**src/rtl/tag_rx_pkg.sv**
```systemverilog
// Shared definitions for the tag anchor receive scheduler: state encoding and
// front-panel GPIO bit positions.
package tag_rx_pkg;

    typedef enum logic [2:0] {
        ST_IDLE   = 3'd0,
        ST_SYNC_N = 3'd1,
        ST_SYNC_P = 3'd2,
        ST_SIG    = 3'd3,
        ST_DONE   = 3'd4
    } rx_state_e;

    localparam int         GPIO_START_BIT = 0;
    localparam int         GPIO_STATE_LSB = 0;
    localparam int         GPIO_TRIG_BIT  = 3;
    localparam logic [3:0] GPIO_DDR_LOW   = 4'hF;

endpackage

```
**src/rtl/tag_phase_acc.sv**
```systemverilog
// DDS phase accumulator: adds or subtracts a caller-selected increment,
// wrapping modulo 2^PHASE_WIDTH.
module tag_phase_acc #(
    parameter int PHASE_WIDTH = 24
) (
    input  logic                   clk,
    input  logic                   reset_n,
    input  logic                   clr,
    input  logic                   en,
    input  logic                   sub,
    input  logic [PHASE_WIDTH-1:0] inc,
    output logic [PHASE_WIDTH-1:0] ph
);

    always_ff @(posedge clk or negedge reset_n) begin
        if (!reset_n) begin
            ph <= '0;
        end else if (clr) begin
            ph <= '0;
        end else if (en) begin
            ph <= sub ? ph - inc : ph + inc;
        end
    end

endmodule

```
**src/rtl/tag_rx_sched.sv**
```systemverilog
// Receive scheduler: sequences sync-negative, sync-positive and signal windows
// per location and drives the channel-hopping DDS phase word.
module tag_rx_sched
    import tag_rx_pkg::*;
#(
    parameter int PHASE_WIDTH = 24,
    parameter int NSYMB_WIDTH = 16,
    parameter int NSYNCN      = 16384,
    parameter int NSYNCP      = 16384,
    parameter int NSIG        = 262144,
    parameter int NSYMB       = 1,
    parameter int NLOC        = 3,
    parameter int NCH         = 4,
    parameter int REG_WIDTH   = 12
) (
    input  logic                                  clk,
    input  logic                                  reset_n,
    input  logic                                  run_rx,
    input  logic                                  single_shot,
    input  logic                                  ext_start_en,
    input  logic                                  sample_valid,
    input  logic [PHASE_WIDTH-1:0]                ph_inc_base,
    input  logic [PHASE_WIDTH-1:0]                ph_inc_step,
    input  logic [REG_WIDTH-1:0]                  fp_gpio_in,
    output logic [2:0]                            rx_state,
    output logic [PHASE_WIDTH-1:0]                ph,
    output logic [$clog2(NSIG)-1:0]               sigN,
    output logic [NSYMB_WIDTH-1:0]                symbN,
    output logic [$clog2(NLOC+1)-1:0]             loc_idx,
    output logic [$clog2(NCH+1)-1:0]              chan_idx,
    output logic [$clog2(NSYNCN+NSYNCP+1)-1:0]    sync_count,
    output logic                                  rx_valid,
    output logic                                  rx_trig,
    output logic [REG_WIDTH-1:0]                  fp_gpio_out,
    output logic [REG_WIDTH-1:0]                  fp_gpio_ddr
);

    localparam int SIG_W  = $clog2(NSIG);
    localparam int LOC_W  = $clog2(NLOC+1);
    localparam int CHAN_W = $clog2(NCH+1);
    localparam int SYNC_W = $clog2(NSYNCN+NSYNCP+1);

    localparam logic [SIG_W-1:0]       SIG_LAST   = SIG_W'(NSIG-1);
    localparam logic [NSYMB_WIDTH-1:0] SYMB_LAST  = NSYMB_WIDTH'(NSYMB-1);
    localparam logic [LOC_W-1:0]       LOC_LAST   = LOC_W'(NLOC-1);
    localparam logic [CHAN_W-1:0]      CH_LAST    = CHAN_W'(NCH-1);
    localparam logic [SYNC_W-1:0]      SYNCN_LAST = SYNC_W'(NSYNCN-1);
    localparam logic [SYNC_W-1:0]      SYNC_LAST  = SYNC_W'(NSYNCN+NSYNCP-1);

    rx_state_e              state_q;
    logic [PHASE_WIDTH-1:0] cur_inc;
    logic                   gpio_p0, gpio_p1, gpio_p2;
    logic                   gpio_rise;
    logic                   gpio_unused;
    logic                   ph_en;

    // External start: two-flop synchroniser plus one flop for edge detection
    always_ff @(posedge clk or negedge reset_n) begin
        if (!reset_n) begin
            gpio_p0 <= 1'b0;
            gpio_p1 <= 1'b0;
            gpio_p2 <= 1'b0;
        end else begin
            gpio_p0 <= fp_gpio_in[GPIO_START_BIT];
            gpio_p1 <= gpio_p0;
            gpio_p2 <= gpio_p1;
        end
    end

    assign gpio_rise   = gpio_p1 & ~gpio_p2;
    assign gpio_unused = ^fp_gpio_in[REG_WIDTH-1:1];

    assign ph_en = run_rx && sample_valid &&
                   (state_q == ST_SYNC_N || state_q == ST_SYNC_P || state_q == ST_SIG);

    tag_phase_acc #(
        .PHASE_WIDTH (PHASE_WIDTH)
    ) u_phase_acc (
        .clk     (clk),
        .reset_n (reset_n),
        .clr     (!run_rx),
        .en      (ph_en),
        .sub     (state_q == ST_SYNC_N),
        .inc     ((state_q == ST_SIG) ? cur_inc : ph_inc_base),
        .ph      (ph)
    );

    always_ff @(posedge clk or negedge reset_n) begin
        if (!reset_n) begin
            state_q    <= ST_IDLE;
            sigN       <= '0;
            symbN      <= '0;
            loc_idx    <= '0;
            chan_idx   <= '0;
            sync_count <= '0;
            cur_inc    <= '0;
            rx_valid   <= 1'b0;
            rx_trig    <= 1'b0;
        end else begin
            rx_trig  <= 1'b0;
            rx_valid <= run_rx && sample_valid && (state_q == ST_SIG);
            if (!run_rx) begin
                state_q    <= ST_IDLE;
                sigN       <= '0;
                symbN      <= '0;
                loc_idx    <= '0;
                chan_idx   <= '0;
                sync_count <= '0;
                cur_inc    <= ph_inc_base;
            end else begin
                case (state_q)
                    ST_IDLE: begin
                        cur_inc <= ph_inc_base;
                        if (!ext_start_en || gpio_rise) state_q <= ST_SYNC_N;
                    end
                    ST_SYNC_N: if (sample_valid) begin
                        sync_count <= sync_count + 1'b1;
                        if (sync_count == SYNCN_LAST) state_q <= ST_SYNC_P;
                    end
                    ST_SYNC_P: if (sample_valid) begin
                        if (sync_count == SYNC_LAST) begin
                            state_q    <= ST_SIG;
                            sync_count <= '0;
                            rx_trig    <= 1'b1;
                        end else begin
                            sync_count <= sync_count + 1'b1;
                        end
                    end
                    ST_SIG: if (sample_valid) begin
                        if (sigN == SIG_LAST) begin
                            sigN <= '0;
                            // Increment tracks base + chan*step by accumulation, reloading on wrap
                            if (chan_idx == CH_LAST) begin
                                chan_idx <= '0;
                                cur_inc  <= ph_inc_base;
                            end else begin
                                chan_idx <= chan_idx + 1'b1;
                                cur_inc  <= cur_inc + ph_inc_step;
                            end
                            if (symbN == SYMB_LAST) begin
                                symbN <= '0;
                                if (loc_idx == LOC_LAST) begin
                                    if (single_shot) begin
                                        state_q <= ST_DONE;
                                        loc_idx <= loc_idx + 1'b1;
                                    end else begin
                                        state_q <= ST_SYNC_N;
                                        loc_idx <= '0;
                                    end
                                end else begin
                                    loc_idx <= loc_idx + 1'b1;
                                    rx_trig <= 1'b1;
                                end
                            end else begin
                                symbN <= symbN + 1'b1;
                            end
                        end else begin
                            sigN <= sigN + 1'b1;
                        end
                    end
                    default: ;
                endcase
            end
        end
    end

    assign rx_state = state_q;

    always_comb begin
        fp_gpio_out                         = '0;
        fp_gpio_out[GPIO_STATE_LSB +: 3]    = state_q;
        fp_gpio_out[GPIO_TRIG_BIT]          = rx_trig;
    end

    assign fp_gpio_ddr = REG_WIDTH'(GPIO_DDR_LOW);

endmodule

```
**config.mk**
```make
export PLATFORM = sky130hd
export DESIGN_NAME = tag_rx_sched
export DESIGN_NICKNAME = d
export VERILOG_FILES = /design/src/rtl/tag_rx_pkg.sv /design/src/rtl/tag_phase_acc.sv /design/src/rtl/tag_rx_sched.sv
export SDC_FILE = /design/constraint.sdc
export NUM_CORES = 1
export LEC_CHECK = 0
export ABC_AREA = 1
export BUFFER_PORTS_ARGS = -buffer_cell sky130_fd_sc_hd__buf_2
export CELL_PAD_IN_SITES_DETAIL_PLACEMENT = 0
export CELL_PAD_IN_SITES_GLOBAL_PLACEMENT = 1
export CORE_MARGIN = 3
export CORE_UTILIZATION = 43
export DETAILED_ROUTE_END_ITERATION = 8
export PLACE_DENSITY = 0.92
export RECOVER_POWER = 25
export SETUP_SLACK_MARGIN = 0.2
export SLEW_MARGIN = 10
export SYNTH_ARGS = -nofsm -noshare
export SYNTH_HDL_FRONTEND = slang
export SYNTH_SLANG_ARGS = --single-unit
```
**constraint.sdc**
```tcl
create_clock -name clk -period 7.5 [get_ports clk]
set_input_delay 0.75 -clock clk [delete_from_list [all_inputs] [get_ports clk]]
set_output_delay 0.75 -clock clk [all_outputs]
set_load 0.03 [all_outputs]
```
# Word level (Yosys, flattened, before mapping)
# Index checks and enable logic that the tools add are counted.
[word_totals]
regBits = 111
output_inout_bits = 108
in_bits = 66
elab_cells = 118
[op_classes]
mux = 55
n_addsub = 8
n_bitwise = 2
eq_ne = 25
n_reduce_logical = 15
[op_table]
columns = ["cell", "n"]
rows = [
  ["$mux W24", 8],
  ["$mux W16", 9],
  ["$mux W18", 4],
  ["$add A24 B24 Y24", 2],
  ["$mux W3", 16],
  ["$pmux W24 S2", 1],
  ["$add A16 B1 Y16 const B", 2],
  ["$pmux W16 S2", 1],
  ["$sub A24 B24 Y24", 1],
  ["$add A18 B1 Y18 const B", 1],
  ["$eq A18 B18 Y1 const B", 1],
  ["$eq A16 B14 Y1 const B", 1],
  ["$eq A16 B15 Y1 const B", 1],
  ["$logic_not A16 Y1", 1],
  ["$ne A3 B3 Y1 const B", 5],
  ["$mux W2", 7],
  ["$ne A3 B2 Y1 const B", 4],
  ["$pmux W3 S4", 1],
  ["$ne A2 B1 Y1 const B", 5],
  ["$reduce_and A10 Y1", 1],
  ["$eq A3 B2 Y1 const B", 3],
  ["$reduce_and A3 Y1", 3],
  ["$mux W1", 7],
  ["$ne A3 B1 Y1 const B", 2],
  ["other kinds (14)", 18],
]

# Longest topological paths before layout
[logic_depth]
depth_word = 8
depth_mapped = 28
depth_no_buf = 26

# Hierarchy
# A second synthesis with hierarchy kept.
[hier_totals]
cells_unflattened = 1622
hier_area_um2 = 10123.5
[by_module_without_submodules]
columns = ["module", "area_each_um2", "cells_each", "n_inst", "seq_area_each_um2"]
rows = [
  ["tag_rx_sched", 6980.4, 1084, 1, 2177.1],
  ["tag_phase_acc", 3143.0, 538, 1, 600.6],
]

# Worst setup path before layout
# Ideal clock, no wire load.
[synth_timing]
path_type = "register to register"
startpoint = "register state_q[0] (netlist: rx_state[0])"
endpoint = "register u_phase_acc.ph[13]"
period_less_slack_ps = 3235
slack_ps = 4265
setup_time_ps = 117
t_arrival_ps = 3118
required_time_ps = 7383
stages_incl_launch_ff = 23
path_buffers = 2
cell_sequence = "dfrtp_1 -> buf_4 -> nand3_4 -> buf_6 -> nand2_1 -> nand2_1 -> nor2_1 -> nand2_1 -> nor2_4 -> nand2_2 -> nor2_2 -> nand2_1 -> o21ai_2 -> xor2_1 -> ha_1 -> a21oi_1 -> o21ai_0 -> o21bai_1 -> inv_1 -> nand2_1 -> or2_2 -> nand3_1 -> nand2_1"
[synth_between]
elab_chain_len = 6
word_cells_on_any_way = 13
classes_between = "add/sub: 2; eq/ne: 4; mux: 4; reduce/logical: 3"
[synth_lines]
columns = ["item", "line_no", "text"]
rows = [
  ["start, declared", "tag_rx_sched.sv:50", "rx_state_e state_q;"],
  ["start signal, assigned", "tag_rx_sched.sv:90", "state_q <= ST_IDLE;"],
  ["start signal, assigned", "tag_rx_sched.sv:103", "state_q <= ST_IDLE;"],
  ["start signal, assigned", "tag_rx_sched.sv:114", "if (!ext_start_en || gpio_rise) state_q <= ST_SYNC_N;"],
  ["$eq A3 B2 Y1", "tag_rx_sched.sv:74, tag_rx_sched.sv:84", ""],
  ["$mux W24", "tag_rx_sched.sv:84", ".inc ((state_q == ST_SIG) ? cur_inc : ph_inc_base),"],
  ["$add A24 B24 Y24 or $sub A24 B24 Y24 (tied branches)", "tag_phase_acc.sv:21", "ph <= sub ? ph - inc : ph + inc;"],
  ["$mux W24", "tag_phase_acc.sv:21", ""],
  ["$mux W24", "tag_phase_acc.sv:20", "end else if (en) begin"],
  ["$mux W24", "tag_phase_acc.sv:18", "end else if (clr) begin"],
  ["end signal, assigned", "tag_phase_acc.sv:21", ""],
  ["end, declared", "tag_phase_acc.sv:12", "output logic [PHASE_WIDTH-1:0] ph"],
]
# Several ways; a longest one is shown, not always the timed one. The select of a mux whose other input is x is not followed.
# A chain may end at the register's enable or synchronous reset.

# Worst setup path after layout
[layout_timing]
startpoint = "register state_q[1] (netlist: rx_state[1])"
endpoint = "register u_phase_acc.ph[17]"
# The elaborated chain is that of the path after synthesis.

==> results.md <==
- Routability cong.: 0.905
- Largest vdd supply drop: 0.128 mV
- Crit path arrival time: 5.38 ns
- Worst setup SP type: flip-flop
- DP Wirelength: 20.1 mm
- Max-Cap Viols: 1
- Final wirelength: 25.6 mm
- CTS Hold Bufs: 0
- Per-cell routed wire length: 14.8 µm
- Post-Syn Area per Cell: 6.83 µm²
- Crit Path Max Fanout: 36
- Die Y: 151 µm
- Pleak: 5.23 nW
- FF-to-FF setup slack: 2.42 ns
- Total GRT Usage: 22.3%
- Status: finished with violations
- Die ar.: 0.0229 mm²
- Synthesized flop and latch total: 111
- Htree depth: 3
- GRT busiest layer: met2
- TritonRoute pass-1 iters: 7
- DP Cell Count: 1713
- Via density: 5.21
- # DRC: 0
- Layout fillers: 2167
- Layout net count: 1572
- Synth Instances: 1332
- Pwr/cell area: 355 mW/mm²
- Layout cells sized above 1: 12.2%
- Final period utilization: 67.7%
- Ys async rst share: 100%
- Final Hold Fails: 0
- I/O pin count: 174
- Vias in the first global route: 8203
- CTS tree: yes
- Post-CTS Setup Bufs: 0
- GR Layer Usage met2: 34.9%
- CTS Sinks: 111
- Worst R2R Path Depth: 17
- Violated checks: max-capacitance violations, max-slew violations
- DR iter-0 viols: 527
- Core ar.: 0.0205 mm²
- Hold path endpoint: gpio_p1
- Netlist cell types: 51
- CTS buffer count: 9
- Critical R2R Launch: rx_state[1]
- Rows: 52
- Root buf cell: clkbuf_16
- Worst path required time: 7.80 ns
- GR Overflow Total: 0
- Die Span X: 151 µm
- Hold depth: 0
- Met3 usage: 3.12%
- Post-route cell area: 0.0102 mm²
- Min Tclk post-route: 5.08 ns
- Largest net degree at the start of global routing: 59
- Deepest clock path buffer count: 2
- Worst reg2reg path endpoint: u_phase_acc.ph[17]
- Global-route wire length before repair: 41.0 mm
- Synth Flop Type: dfrtp_1
- Final ANT Viol Nets: 0
- Hold_sp: gpio_p0
- PostCTS Resize Cnt: 0
- Setup violators final: 0
- Clk slew on worst S/H paths: 0.08 ns
- Starting Density: 44.4%
- Total Neg Setup Slack: 0 ns
- Layout area overhead: 11.8%
- Mapped cell area: 0.00910 mm²
- Critical path endpoint category: flip-flop
- Yosys Warn Count: 0
- Routed vias: 9016
- EDFF count, synth: 0
- Fmax: 0.197 GHz
- Clk Latency, worst-skew pair: 0.36 ns
- Slew Viols, Final: 55
- # diodes: 0
- Clock Skews: 0.0131 ns
- Critical path type: flip-flop to flip-flop
- Max transition margin: -100%
- RSZ-0062 raised after global routing: no
- Seq/Total Area, Yosys: 30.5%
- Post-route insts no fill: 1729
- Initial antenna violation count: 0
- Met1 Use GR: 32.7%
- Port buffer count: 142
- Hold WC Path Type: flip-flop to flip-flop
- Worst Max-Slew Pin Slew: 3.00 ns
- Cell Area, Placed: 0.00991 mm²
stage by stage:
stage / hold WS (ns) / power (mW) / utilization, % / worst slack (ns)
global route: 0.365 / 3.96 / 49.6 / 1.94
detailed placement: 0.335 / 3.10 / 48.3 / 3.33
floorplan: 0.331 / 2.56 / - / 4.27
global placement: 0.335 / 3.07 / 48.3 / 3.33
finish: 0.352 / 3.62 / 49.6 / 2.42
CTS: 0.353 / 3.62 / 49.8 / 3.32
synth_stat cells (all sizes together) (18+ instances only):
| cell type | n | area (µm²) |
|---|---|---|
| inv | 143 | 537 |
| ha | 50 | 626 |
| nand3 | 77 | 398 |
| nand4 | 35 | 219 |
| buf | 48 | 322 |
| a21oi | 96 | 484 |
| dfrtp | 111 | 2780 |
| o21ai | 94 | 482 |
| nor2 | 149 | 612 |
| nor3 | 18 | 100 |
| nand2 | 363 | 1380 |
| xor2 | 42 | 368 |
kinds of logic after synthesis:
| family | after synthesis | share of synthesized area, % |
|---|---|---|
| muxes | 1 | 0.110 |
| DFF | 111 | 30.5 |
| other | 2 | 0.0826 |
| adders and majority gates | 52 | 7.32 |
| xor gates and xnor gates | 52 | 5.01 |
| buffers and inverters | 196 | 9.64 |
| and+or+nand+nor | 662 | 31.2 |
| AOI/OAI and AO/OA | 256 | 16.1 |
layout make-up:
type / count / area (µm²) / area share [%]
Tap cell: 270 / 338 / 3.32
Inverter: 143 / 537 / 5.28
Multi-Input combinational cell: 1043 / 5500 / 54.0
Timing Repair Buffer: 146 / 714 / 7.02
Sequential cell: 111 / 2780 / 27.3
Clock inverter: 6 / 70.1 / 0.689
Clock buffer: 10 / 239 / 2.35
layer usage:
metal / up-vias / part of all wire, %
met5: - / 0
met4: 0 / 1.1
met3: 18 / 4.8
met2: 197 / 45
met1: 4169 / 49
li1: 4632 / -
sequential cells by signal, summed over array words and instances (netlist names):
name,cells
symbN,16
gpio_p0,1
rx_state,3
cur_inc,24
rx_trig,1
sync_count,16
gpio_p1,1
loc_idx,2
rx_valid,1
sigN,18
gpio_p2,1
chan_idx,3
u_phase_acc.ph,24
report_power, final:
part / switching, mW / leakage [nW] / total [mW] / internal, mW
combinational: 1.48 / 3.60 / 2.19 / 0.713
sequential: 0.176 / 1.47 / 0.915 / 0.739
clock: 0.260 / 0.153 / 0.508 / 0.248
worst max-delay path: stages, from the launching register on:
cell and delay, ns:
dfrtp_1 0.67, nand3_1 1.04, o21ai_1 0.70, nand3_1 0.25
nor2_1 0.18, nand2_1 0.08, o21ai_0 0.19, xor2_1 0.23
ha_1 0.33, nand2_1 0.09, nand2_1 0.06, a21boi_0 0.24
o21ai_0 0.14, a21oi_1 0.26, o21ai_0 0.20, a21oi_1 0.15
o21ai_0 0.10, nand2_1 0.07
cell usage in the layout, fill, tap and decap left out, types with 7 or more instances in the layout:
master,count
a21oi_1,95
nand2_1,357
clkbuf_1,21
clkbuf_16,9
nand3_1,77
o21ai_0,81
o31ai_1,10
o21ai_1,10
xor2_1,42
o211ai_1,7
xnor2_1,10
a211oi_1,8
ha_1,50
nor2_1,138
inv_2,7
a31oi_1,8
dfrtp_1,111
inv_1,136
nor3_1,16
conb_1,20
o21a_1,7
nand4_1,35
buf_2,121
worst max-delay path by stage:
stage,start,endpoint,cells past startpoint
global route,rx_state[1],u_phase_acc.ph[23],19
global placement,rx_state[1],u_phase_acc.ph[17],17
detailed placement,rx_state[1],u_phase_acc.ph[17],16
finish,rx_state[1],u_phase_acc.ph[17],17
CTS,rx_state[1],u_phase_acc.ph[17],17
floorplan,rx_state[0],u_phase_acc.ph[13],22
Power figures use the tool's default switching activity.
